[src/rtl/pc_sequencer_pkg.sv]
// rtl/pc_sequencer_pkg.sv - shared types and constants for the PC sequencer
//
// Contents:
//   seq_state_t    FSM state encoding (ST_RUN=0, ST_FLUSH=1)
//   DEF_RESET_VEC  default PC value during and after reset
//   DEF_TRAP_VEC   default interrupt handler entry address
//   INSN_BYTES     instruction width in bytes (sequential PC increment)
//   word_align()   clears bits [1:0] of an address

package pc_sequencer_pkg;

    typedef enum logic [1:0] {
        ST_RUN   = 2'd0,
        ST_FLUSH = 2'd1
    } seq_state_t;

    localparam logic [31:0] DEF_RESET_VEC = 32'h0000_0000;
    localparam logic [31:0] DEF_TRAP_VEC  = 32'h0000_0100;
    localparam logic [31:0] INSN_BYTES    = 32'd4;

    function automatic logic [31:0] word_align(input logic [31:0] addr);
        return {addr[31:2], 2'b00};
    endfunction

endpackage

[src/rtl/pc_sequencer_pc_next_sel.sv]
// rtl/pc_sequencer_pc_next_sel.sv - combinational next-PC priority mux
//
// Ports:
//   pc_cur      in  32  current PC
//   stall       in  1   hold: select pc_cur
//   in_run      in  1   FSM is in RUN (redirects allowed)
//   take_irq    in  1   interrupt is being taken this cycle
//   eret        in  1   return from handler
//   epc         in  32  saved return PC
//   jmp         in  1   unconditional jump
//   jmp_target  in  32  jump target
//   br_taken    in  1   taken branch
//   br_target   in  32  branch target
//   pc_next     out 32  selected next PC
//   redirect    out 1   a non-sequential target was selected

module pc_next_sel
    import pc_sequencer_pkg::*;
#(
    parameter logic [31:0] TRAP_VEC = DEF_TRAP_VEC
) (
    input  logic [31:0] pc_cur,
    input  logic        stall,
    input  logic        in_run,
    input  logic        take_irq,
    input  logic        eret,
    input  logic [31:0] epc,
    input  logic        jmp,
    input  logic [31:0] jmp_target,
    input  logic        br_taken,
    input  logic [31:0] br_target,
    output logic [31:0] pc_next,
    output logic        redirect
);

    logic [31:0] pc_seq;

    // Natural 32-bit overflow gives the required wrap to zero.
    assign pc_seq = pc_cur + INSN_BYTES;

    always_comb begin
        pc_next  = pc_seq;
        redirect = 1'b0;
        if (stall) begin
            pc_next = pc_cur;
        end else if (in_run) begin
            // Outside RUN (flush shadow) every redirect input is ignored.
            if (take_irq) begin
                pc_next  = word_align(TRAP_VEC);
                redirect = 1'b1;
            end else if (eret) begin
                pc_next  = word_align(epc);
                redirect = 1'b1;
            end else if (jmp) begin
                pc_next  = word_align(jmp_target);
                redirect = 1'b1;
            end else if (br_taken) begin
                pc_next  = word_align(br_target);
                redirect = 1'b1;
            end
        end
    end

endmodule

[src/rtl/pc_sequencer.sv]
// rtl/pc_sequencer.sv - PC sequencer with redirect flush FSM and optional interrupt entry
//
// Build option: define PC_SEQ_IRQ_EN to add the irq port, the in_handler flag
// and the interrupt-take path. Without it irq_ack is 0 and epc stays at 0.
//
// Parameters: RESET_VEC (reset PC), TRAP_VEC (handler entry), FLUSH_CYC (1-3)
// Ports:
//   clk, rst                 clock, synchronous active-high reset
//   pc_cur      in  32       current PC register value
//   stall       in  1        pipeline hold
//   br_taken/br_target       taken branch and target
//   jmp/jmp_target           unconditional jump and target
//   eret        in  1        return from handler
//   irq         in  1        level interrupt request (PC_SEQ_IRQ_EN only)
//   pc_next     out 32       value the PC register loads every clk
//   flush       out 1        squash fetched instruction
//   epc         out 32       saved return PC
//   irq_ack     out 1        pulse when an interrupt is taken
//   state       out 2        FSM state (RUN=0, FLUSH=1)

module pc_sequencer
    import pc_sequencer_pkg::*;
#(
    parameter logic [31:0] RESET_VEC = DEF_RESET_VEC,
    parameter logic [31:0] TRAP_VEC  = DEF_TRAP_VEC,
    parameter int          FLUSH_CYC = 1
) (
    input  logic        clk,
    input  logic        rst,
    input  logic [31:0] pc_cur,
    input  logic        stall,
    input  logic        br_taken,
    input  logic [31:0] br_target,
    input  logic        jmp,
    input  logic [31:0] jmp_target,
    input  logic        eret,
`ifdef PC_SEQ_IRQ_EN
    input  logic        irq,
`endif
    output logic [31:0] pc_next,
    output logic        flush,
    output logic [31:0] epc,
    output logic        irq_ack,
    output logic [1:0]  state
);

    localparam logic [1:0] FLUSH_INIT = 2'(FLUSH_CYC);

    seq_state_t  state_q;
    logic [1:0]  cnt_q;
    logic [31:0] epc_q;
    logic        in_run;
    logic        take_irq;
    logic        redirect;
    logic [31:0] sel_pc_next;

    assign in_run = (state_q == ST_RUN);

`ifdef PC_SEQ_IRQ_EN
    logic in_handler_q;

    // No nesting: a request seen while in the handler, stalled or flushing
    // simply stays pending on the level-sensitive input.
    assign take_irq = irq && !in_handler_q && in_run && !stall && !rst;
`else
    assign take_irq = 1'b0;
`endif

    pc_next_sel #(
        .TRAP_VEC (TRAP_VEC)
    ) u_sel (
        .pc_cur     (pc_cur),
        .stall      (stall),
        .in_run     (in_run),
        .take_irq   (take_irq),
        .eret       (eret),
        .epc        (epc_q),
        .jmp        (jmp),
        .jmp_target (jmp_target),
        .br_taken   (br_taken),
        .br_target  (br_target),
        .pc_next    (sel_pc_next),
        .redirect   (redirect)
    );

    // Reset masks the registered outputs combinationally so a reset asserted
    // mid-flush or mid-handler takes effect in the very same cycle.
    assign pc_next = rst ? RESET_VEC : sel_pc_next;
    assign flush   = !rst && (state_q == ST_FLUSH);
    assign state   = rst ? 2'(ST_RUN) : 2'(state_q);
    assign epc     = rst ? 32'h0 : epc_q;
    assign irq_ack = take_irq;

    always_ff @(posedge clk) begin
        if (rst) begin
            state_q <= ST_RUN;
            cnt_q   <= 2'd0;
            epc_q   <= 32'h0;
`ifdef PC_SEQ_IRQ_EN
            in_handler_q <= 1'b0;
`endif
        end else if (!stall) begin
            case (state_q)
                ST_RUN: begin
                    if (redirect) begin
                        state_q <= ST_FLUSH;
                        cnt_q   <= FLUSH_INIT;
                    end
                end
                default: begin
                    // Last flush cycle when the counter reads 1.
                    if (cnt_q <= 2'd1) begin
                        state_q <= ST_RUN;
                        cnt_q   <= 2'd0;
                    end else begin
                        cnt_q <= cnt_q - 2'd1;
                    end
                end
            endcase
`ifdef PC_SEQ_IRQ_EN
            if (take_irq) begin
                epc_q        <= word_align(pc_cur);
                in_handler_q <= 1'b1;
            end else if (in_run && eret) begin
                in_handler_q <= 1'b0;
            end
`endif
        end
    end

endmodule

[config.mk]
export PLATFORM = sky130hd
export DESIGN_NAME = pc_sequencer
export DESIGN_NICKNAME = d
export VERILOG_FILES = /design/src/rtl/pc_sequencer_pkg.sv /design/src/rtl/pc_sequencer_pc_next_sel.sv /design/src/rtl/pc_sequencer.sv
export SDC_FILE = /design/constraint.sdc
export NUM_CORES = 1
export LEC_CHECK = 0
export BUFFER_PORTS_ARGS = -buffer_cell sky130_fd_sc_hd__buf_2
export CORE_ASPECT_RATIO = 0.6
export CORE_MARGIN = 2
export CORE_UTILIZATION = 50
export DETAILED_ROUTE_END_ITERATION = 10
export PLACE_DENSITY = 0.88
export SETUP_SLACK_MARGIN = 0.3
export SLEW_MARGIN = 5
export SYNTH_ARGS = -nofsm -noshare
export SYNTH_HDL_FRONTEND = slang
export SYNTH_HIERARCHICAL = 1
export SYNTH_SLANG_ARGS = --single-unit
[constraint.sdc]
create_clock -name clk -period 3.85 [get_ports clk]
set_input_delay 0.385 -clock clk [delete_from_list [all_inputs] [get_ports clk]]
set_output_delay 0.385 -clock clk [all_outputs]
set_load 0.02 [all_outputs]
==> tab_implementation.tex, run 1 <==
\begin{tabular}{lr}
\hline
Metric & Value \\
\hline
\multicolumn{2}{l}{\textbf{Clocking}} \\
CTS Buf Count & 5 \\
Clock root buffer master & clkbuf\_8 \\
Number of setup buffers added after CTS & 0 \\
Number of gates resized after cts & 0 \\
Sinks on Clock Net & 35 \\
Clock insertion delay at the later pin of the skew report & around 290 ps \\
Max Root-Sink Buffers & 2 \\
\# hold bufs at CTS & 0 \\
TritonCTS clock tree & done \\
Number of levels in the clock H-tree & 2 \\
Clock transition at path regs & about 80 ps \\
\multicolumn{2}{l}{\textbf{Floorplanning}} \\
Count of boundary I/O pins & between 150 and 200 \\
FP Rows & 22 \\
Die boundary height & between 60 and 70 um \\
Initial standard-cell utilization of the core & between 50 and 60\% \\
Floorplan core area & 0.00617 mm2 \\
Die boundary width & 107 um \\
Die Outline Area & approximately 0.0071 mm2 \\
\multicolumn{2}{l}{\textbf{Global route}} \\
Gr usage total & between 30\% and 40\% \\
Total gr overflow & 0 \\
Global-route wire length before repair & 18.1 mm \\
Number of antenna violations at the first check in global routing & 0 \\
Number of global-route vias before repair & 3605 \\
Maximum number of pins on one net before global-route repair & slightly below 70 \\
\multicolumn{2}{l}{\textbf{Logic synthesis}} \\
Top cell types by occurrence after synthesis & nor2b\_1, a21oi\_1, dfxtp\_1 \\
Biggest area consumer among synthesized cells & dfxtp\_1 \\
Post-synthesis cell count & between 400 and 500 \\
Most used flip-flop cell after synthesis & dfxtp\_1 \\
Most area-consuming cells after synthesis & dfxtp\_1, nor2b\_1, a21oi\_1 \\
Yosys cell types & 66 \\
Syn Area/Cell & about 7 um2 \\
Area fraction of the dominant cell type after synthesis & approximately 22\% \\
Fraction of the yosys area taken by sequential cells & 21.8\% \\
Asr flop ratio synth & 0\% \\
Syn. warnings & 6 \\
Register bit total from synthesis & 35 \\
Post-synth EDFFs & 0 \\
Leading cell type by number of instances after synthesis & nor2b\_1 \\
Netlist area before placement & approximately 0.0032 mm2 \\
\multicolumn{2}{l}{\textbf{Worst setup path}} \\
Master of the slowest instance on the critical path & nor3b\_2 \\
Family of cells with the greatest summed delay on the critical path & compound AO/OA/AOI/OAI gates \\
Cells traversed along the worst timing path & inv\_1 -> nor3b\_2 -> o21ai\_0 -> o31ai\_1 -> nand2\_1 -> o221ai\_1 -> nor2b\_1 -> buf\_2 \\
Delay of the slowest cell on the worst path & between 400 and 500 ps \\
Largest fanout of any net on the critical path & 18 \\
Worst path required time & 3460 ps \\
Total number of cells along the worst setup path & 8 \\
CP Buf/Inv Count & 2 \\
Type of origin of the critical path & flip-flop \\
Arrival time at the worst endpoint & between 2000 and 3000 ps \\
Crit Path Category & flip-flop to primary output \\
Category of the worst setup path capture point & primary output \\
Depth of the most critical reg-to-reg path & 6 \\
\multicolumn{2}{l}{\textbf{Timing}} \\
Final count of pins violating max slew & 0 \\
Transition time at the pin with the least slew margin & about 1100 ps \\
Setup tns final & 0 ps \\
Total of endpoints with negative setup slack in the final report & 0 \\
Final period demand of the worst path & between 3000 and 4000 ps \\
Fin. Hold Viols & 0 \\
Max-slew headroom & between 20\% and 30\% \\
Largest clock skew in the final design & 8.23 ps \\
Final worst path period share & between 80\% and 90\% \\
Highest clock frequency the design can meet & 0.317 GHz \\
RSZ-0062 raised after global routing & no \\
\multicolumn{2}{l}{\textbf{Detailed routing}} \\
Total via count after detailed routing & 4168 \\
Average via count per standard cell & between 6 and 7 \\
DRC violations left & 0 \\
Average wire per cell in the routed design & roughly 17 um \\
Initial DRT Pass Iterations & 5 \\
Number of nets with antenna violations after detailed routing & 0 \\
DRT iter0 DRCs & between 600 and 700 \\
Routed Wire Length & 11.8 mm \\
\multicolumn{2}{l}{\textbf{Placement}} \\
Weighted congestion reported at the end of routability-driven placement & approximately 0.92 \\
Port Buffers & $\sim$160 \\
Area after DPL & about 0.0040 mm2 \\
Hpwl dp & 9.05 mm \\
\multicolumn{2}{l}{\textbf{Layout}} \\
Antenna cells & 0 \\
Area used by multi-input combinational logic & $\sim$0.0023 mm2 \\
Filler cells & between 500 and 600 \\
Post-route cell area & approximately 0.0041 mm2 \\
Area taken by flip-flops and latches & $\sim$700 um2 \\
Relative area change from synthesis to final layout & 27.6\% \\
Layout cell share with drive strength beyond 1 & $\sim$32\% \\
Net count of the finished layout & 702 \\
\multicolumn{2}{l}{\textbf{Job}} \\
Max-cap check violation count & 0 \\
\multicolumn{2}{l}{\textbf{Power}} \\
Total power density per cell area & $\sim$260 mW/mm2 \\
Cell leakage power & around 1.8 nW \\
VDD IR-drop max & 208 uV \\
\multicolumn{2}{l}{\textbf{Hold path}} \\
Hold WC Path Type & flip-flop to flip-flop \\
Depth of the worst hold-timing path & 1 \\
\multicolumn{2}{l}{\textbf{Run status}} \\
Run status & finished clean \\
\hline
\end{tabular}
cells by family after synthesis:
kind of cell / share of synthesized area [%]
buffers and inverters: 6.81
flip-flops: 21.8
multiplexers: 0.312
AND/OR/NAND/NOR: 39.4
AO/OA/AOI/OAI: 31.1
other: 0.117
adder cells (fa/ha/maj): 0.389
routing by layer:
layer	part of all wire (%)	up-vias	global-route usage (%)
met1	45	1883	48.7
met3	14	15	8.37
met2	40	290	46.5
li1	-	1980	-
met4	0.90	0	6.09
met5	0	-	0
final timing paths:
check / startpoint / end / slack (ps)
min: epc_q[1] / epc_q[1] / 470
max: state_q[0] / pc_next[25] / 690
min reg2reg: epc_q[1] / epc_q[1] / 470
max reg2reg: state_q[0] / state_q[0] / 1690
sequential cells by signal (all words and copies together), names as in the netlist:
signal,count
cnt_q,2
epc_q,32
state_q,1
through the flow:
step | std cells | hold slack [ps] | util [%] | total power [mW] | worst slack [ps]
after global placement | 676 | 456 | 64.8 | 0.719 | 941
after floorplan | 460 | 471 | - | 0.598 | 1530
after CTS | 683 | 473 | 66.5 | 1.06 | 779
after detailed placement | 676 | 458 | 64.8 | 0.727 | 931
final | 683 | 474 | 66.5 | 1.07 | 691
after global routing | 683 | 494 | 66.5 | 1.11 | 511
cell type report:
class | count | area share [%]
Tap cell | 84 | 2.56
Clock buffer | 5 | 1.68
Inverter | 11 | 1.01
Multi-Input combinational cell | 379 | 56.1
Timing Repair Buffer | 167 | 20.6
Clock inverter | 2 | 0.915
Sequential cell | 35 | 17.1
where the power goes:
part / switching [mW] / leakage (nW) / internal (mW) / total, mW
sequential: 0.00229 / 0.282 / 0.364 / 0.366
combinational: 0.226 / 1.47 / 0.140 / 0.366
clock: 0.152 / 0.0502 / 0.190 / 0.341
cells in the final DEF (no fill, tap or decap), types with 3 or more instances in the layout:
cell type    n
a221o_1      3
o21ai_0     33
a21oi_1     35
nor3_1      13
dfxtp_1     35
buf_4        4
nand2b_1     4
clkbuf_8     5
o22ai_1     19
conb_1       3
o21a_1       3
nor2b_1     72
nand2_1     34
a221oi_1    10
nor4_1       7
and3_1       4
o211ai_1     4
a31oi_1      8
nand3_1     14
o221a_2      3
nand4_1     11
and2_1       5
buf_2      163
and4_1       5
inv_1       10
a211oi_1     9
nor2_1      31
Power figures use the tool's default switching activity.
==> run 2, diff against run 1 <==
--- a/config.mk
+++ b/config.mk
@@ -8,9 +8,9 @@
 export BUFFER_PORTS_ARGS = -buffer_cell sky130_fd_sc_hd__buf_2
 export CORE_ASPECT_RATIO = 0.6
 export CORE_MARGIN = 2
-export CORE_UTILIZATION = 50
+export CORE_UTILIZATION = 42
 export DETAILED_ROUTE_END_ITERATION = 10
-export PLACE_DENSITY = 0.88
+export PLACE_DENSITY = 0.78
 export SETUP_SLACK_MARGIN = 0.3
 export SLEW_MARGIN = 5
 export SYNTH_ARGS = -nofsm -noshare
==> constraint.sdc (replaced) <==
create_clock -name clk -period 2.7 [get_ports clk]
set_input_delay 0.27 -clock clk [delete_from_list [all_inputs] [get_ports clk]]
set_output_delay 0.27 -clock clk [all_outputs]
set_load 0.02 [all_outputs]
==> run 2 against run 1 <==
  * Non-clock buffer count is 29 higher
  * Sequential share of layout area is 1.8 points lower
  * Clock power is 77% higher
  * Global-route usage is 3.3 points lower
==> tab_implementation.tex, run 2 (synthesized netlist as in run 1, its figures left out) <==
\begin{tabular}{lr}
\hline
Metric & Value \\
\hline
\multicolumn{2}{l}{\textbf{Run status}} \\
Run status & finished clean \\
\multicolumn{2}{l}{\textbf{Placement}} \\
Port Buffers & 163 (unchanged) \\
Post-Place Worst Slack & 286 ps (-645 ps) \\
Hpwl dp & 10.1 mm (+11\%) \\
Weighted congestion reported at the end of routability-driven placement & 0.931 (+1.2\%) \\
\multicolumn{2}{l}{\textbf{Power}} \\
Pwr Total & 1.71 mW (+60\%) \\
Switching power share of the total & 34.4\% (-1.1 points) \\
VDD IR-drop max & 281 uV (+35\%) \\
Total power density per cell area & 373 mW/mm2 (+43\%) \\
Combinational group share of total power & 34.3\% (+0.2 points) \\
Seq pwr share & 30.5\% (-3.6 points) \\
Psw & 0.589 mW (+55\%) \\
Cell leakage power & 2.05 nW (+13\%) \\
Clk pwr share & 35.2\% (+3.4 points) \\
Pint & 1.12 mW (+62\%) \\
\multicolumn{2}{l}{\textbf{Timing}} \\
Final worst path period share & about nine tenths \\
RSZ-0062 raised after global routing & yes \\
Final period demand of the worst path & 2380 ps \\
Fin. Hold Viols & 0 (unchanged) \\
Final count of pins violating max slew & 0 (unchanged) \\
Highest clock frequency the design can meet & $\sim$0.42 GHz \\
Tightest hold margin & 446 ps (-27.7 ps) \\
Total of endpoints with negative setup slack in the final report & 0 (unchanged) \\
Largest clock skew in the final design & 2.20 ps (-6.03 ps) \\
Setup tns final & 0 ps (unchanged) \\
Worst-case setup margin in the final layout & 317 ps (-374 ps) \\
\multicolumn{2}{l}{\textbf{Worst setup path}} \\
Largest fanout of any net on the critical path & 8 (-10) \\
Arrival time at the worst endpoint & 2110 ps (-660 ps) \\
Startpoint of the lowest-slack register-to-register path & state\_q[0] \\
Category of the worst setup path capture point & primary output \\
Crit Path Category & input port to primary output \\
Worst R2R Setup Slack & 1070 ps (-620 ps) \\
R2R Path End & state\_q[0] \\
Type of origin of the critical path & input port \\
Depth of the most critical reg-to-reg path & 7 (+1) \\
Worst path required time & 2430 ps (-1030 ps) \\
\multicolumn{2}{l}{\textbf{Hold path}} \\
Start point of the worst min-delay path & stall \\
Hold WC Path Type & input port to flip-flop \\
Depth of the worst hold-timing path & 3 (+2) \\
WHS Endpoint & cnt\_q[0] \\
\multicolumn{2}{l}{\textbf{Global route}} \\
Total gr overflow & 0 (unchanged) \\
Global-route wire length before repair & 19.1 mm (+5.5\%) \\
Maximum number of pins on one net before global-route repair & 28 (-59\%) \\
Gr usage total & 29.2\% (-3.3 points) \\
Number of antenna violations at the first check in global routing & 0 (unchanged) \\
Number of global-route vias before repair & 3724 (+3.3\%) \\
\multicolumn{2}{l}{\textbf{Layout}} \\
Util after Layout & 62.7\% (-3.8 points) \\
Antenna cells & 0 (unchanged) \\
Relative area change from synthesis to final layout & 43.0\% \\
Leading cell types in the layout, fill and taps excluded & buf\_2, nor2b\_1, a21oi\_1, dfxtp\_1, o21ai\_0 \\
Filler cells & 662 (+15\%) \\
Most common cell after layout, fill and taps aside & buf\_2 \\
Layout cell share with drive strength beyond 1 & 40.1\% (+7.8 points) \\
Most flops, register & epc\_q \\
Net count of the finished layout & 731 (+4.1\%) \\
Biggest regs & epc\_q: 32 flops, cnt\_q: 2 flops, state\_q: 1 flops \\
Number of flip-flops under the largest register name & 32 (unchanged) \\
\multicolumn{2}{l}{\textbf{Detailed routing}} \\
DRT iter0 DRCs & 579 (-7.9\%) \\
Routed Wire Length & 13.1 mm (+11\%) \\
Average via count per standard cell & 5.96 (-2.3\%) \\
Total via count after detailed routing & 4372 (+4.9\%) \\
Number of nets with antenna violations after detailed routing & 0 (unchanged) \\
Average wire per cell in the routed design & 17.9 um (+3.1\%) \\
Initial DRT Pass Iterations & 8 (+3) \\
DRC violations left & 0 (unchanged) \\
\multicolumn{2}{l}{\textbf{Floorplanning}} \\
Initial standard-cell utilization of the core & 43.9\% (-8.3 points) \\
Count of boundary I/O pins & 170 (unchanged) \\
Floorplan core area & 0.00733 mm2 (+19\%) \\
FP Rows & 24 (+9.1\%) \\
Die Outline Area & 0.00839 mm2 (+18\%) \\
Die boundary width & 117 um (+8.8\%) \\
Die boundary height & 71.8 um (+8.6\%) \\
\multicolumn{2}{l}{\textbf{Clocking}} \\
Clock insertion delay at the later pin of the skew report & 280 ps (about the same) \\
Clock transition at path regs & 60 ps (-20 ps) \\
CTS Buf Count & 5 (unchanged) \\
Max Root-Sink Buffers & 2 (unchanged) \\
Sinks on Clock Net & 35 (unchanged) \\
Clock root buffer master & clkbuf\_16 \\
TritonCTS clock tree & done \\
Number of levels in the clock H-tree & 2 (unchanged) \\
\multicolumn{2}{l}{\textbf{Job}} \\
Max-cap check violation count & 0 (unchanged) \\
\hline
\end{tabular}
==> run 2: power by group through the flow <==
stage	Combinational, mW	Clock [mW]	Sequential [mW]
floorplan	0.320	0	0.533
global placement	0.516	0	0.533
finish	0.588	0.603	0.522
CTS	0.532	0.608	0.522
detailed placement	0.525	0	0.533
global route	0.630	0.626	0.523
==> run 2: layout make-up <==
class / instances / area [um2] / share of cell area, %
inverter: 11 / 51.3 / 1.12
tap: 104 / 130 / 2.83
timing repair buffer: 196 / 1100 / 23.9
clock buffer: 6 / 139 / 3.02
multi-input combinational: 379 / 2450 / 53.4
sequential: 35 / 704 / 15.3
clock inverter: 2 / 16.3 / 0.354
==> run 2: worst max-delay path by stage <==
stage               slack, ps        from  depth (start not counted)          end
floorplan                 600  state_q[0]                          7  pc_next[20]
global placement          350   pc_cur[2]                          9  pc_next[26]
detailed placement        290   pc_cur[2]                          9  pc_next[20]
CTS                       240  state_q[0]                          8  pc_next[26]
global route              280  state_q[0]                          8  pc_next[25]
finish                    320    br_taken                          9   pc_next[8]
==> run 2: critical path, cell delays in order <==
cell,delay [ps]
buf_2,180
nor2b_1,290
buf_4,200
a22oi_1,80
o21ai_0,360
o21ai_0,220
o311ai_0,150
nor2b_1,190
buf_2,170
==> run 2: layer usage <==
metal / GRT usage, % / wire length, um / up-vias / share of wire, %
li1: - / - / 2042 / -
met1: 45.3 / 5870 / 1995 / 45
met2: 39.2 / 5240 / 310 / 40
met3: 9.31 / 1850 / 25 / 14
met4: 4.84 / 155 / 0 / 1.2
met5: 0 / 0 / - / 0
==> run 2: through the flow <==
stage          instance area [um2]  std cells
2_1_floorplan                 3220        460
3_3_place_gp                  4130        711
3_5_place_dp                  4130        711
4_1_cts                       4310        721
5_1_grt                       4590        733
6_report                      4590        733
==> run 2: timing repair <==
item                       CTS  global route
pin swaps                    1            12
setup buffers                2            12
setup endpoints to repair   13            26
hold buffers                 0             0
gates resized for setup      4            49
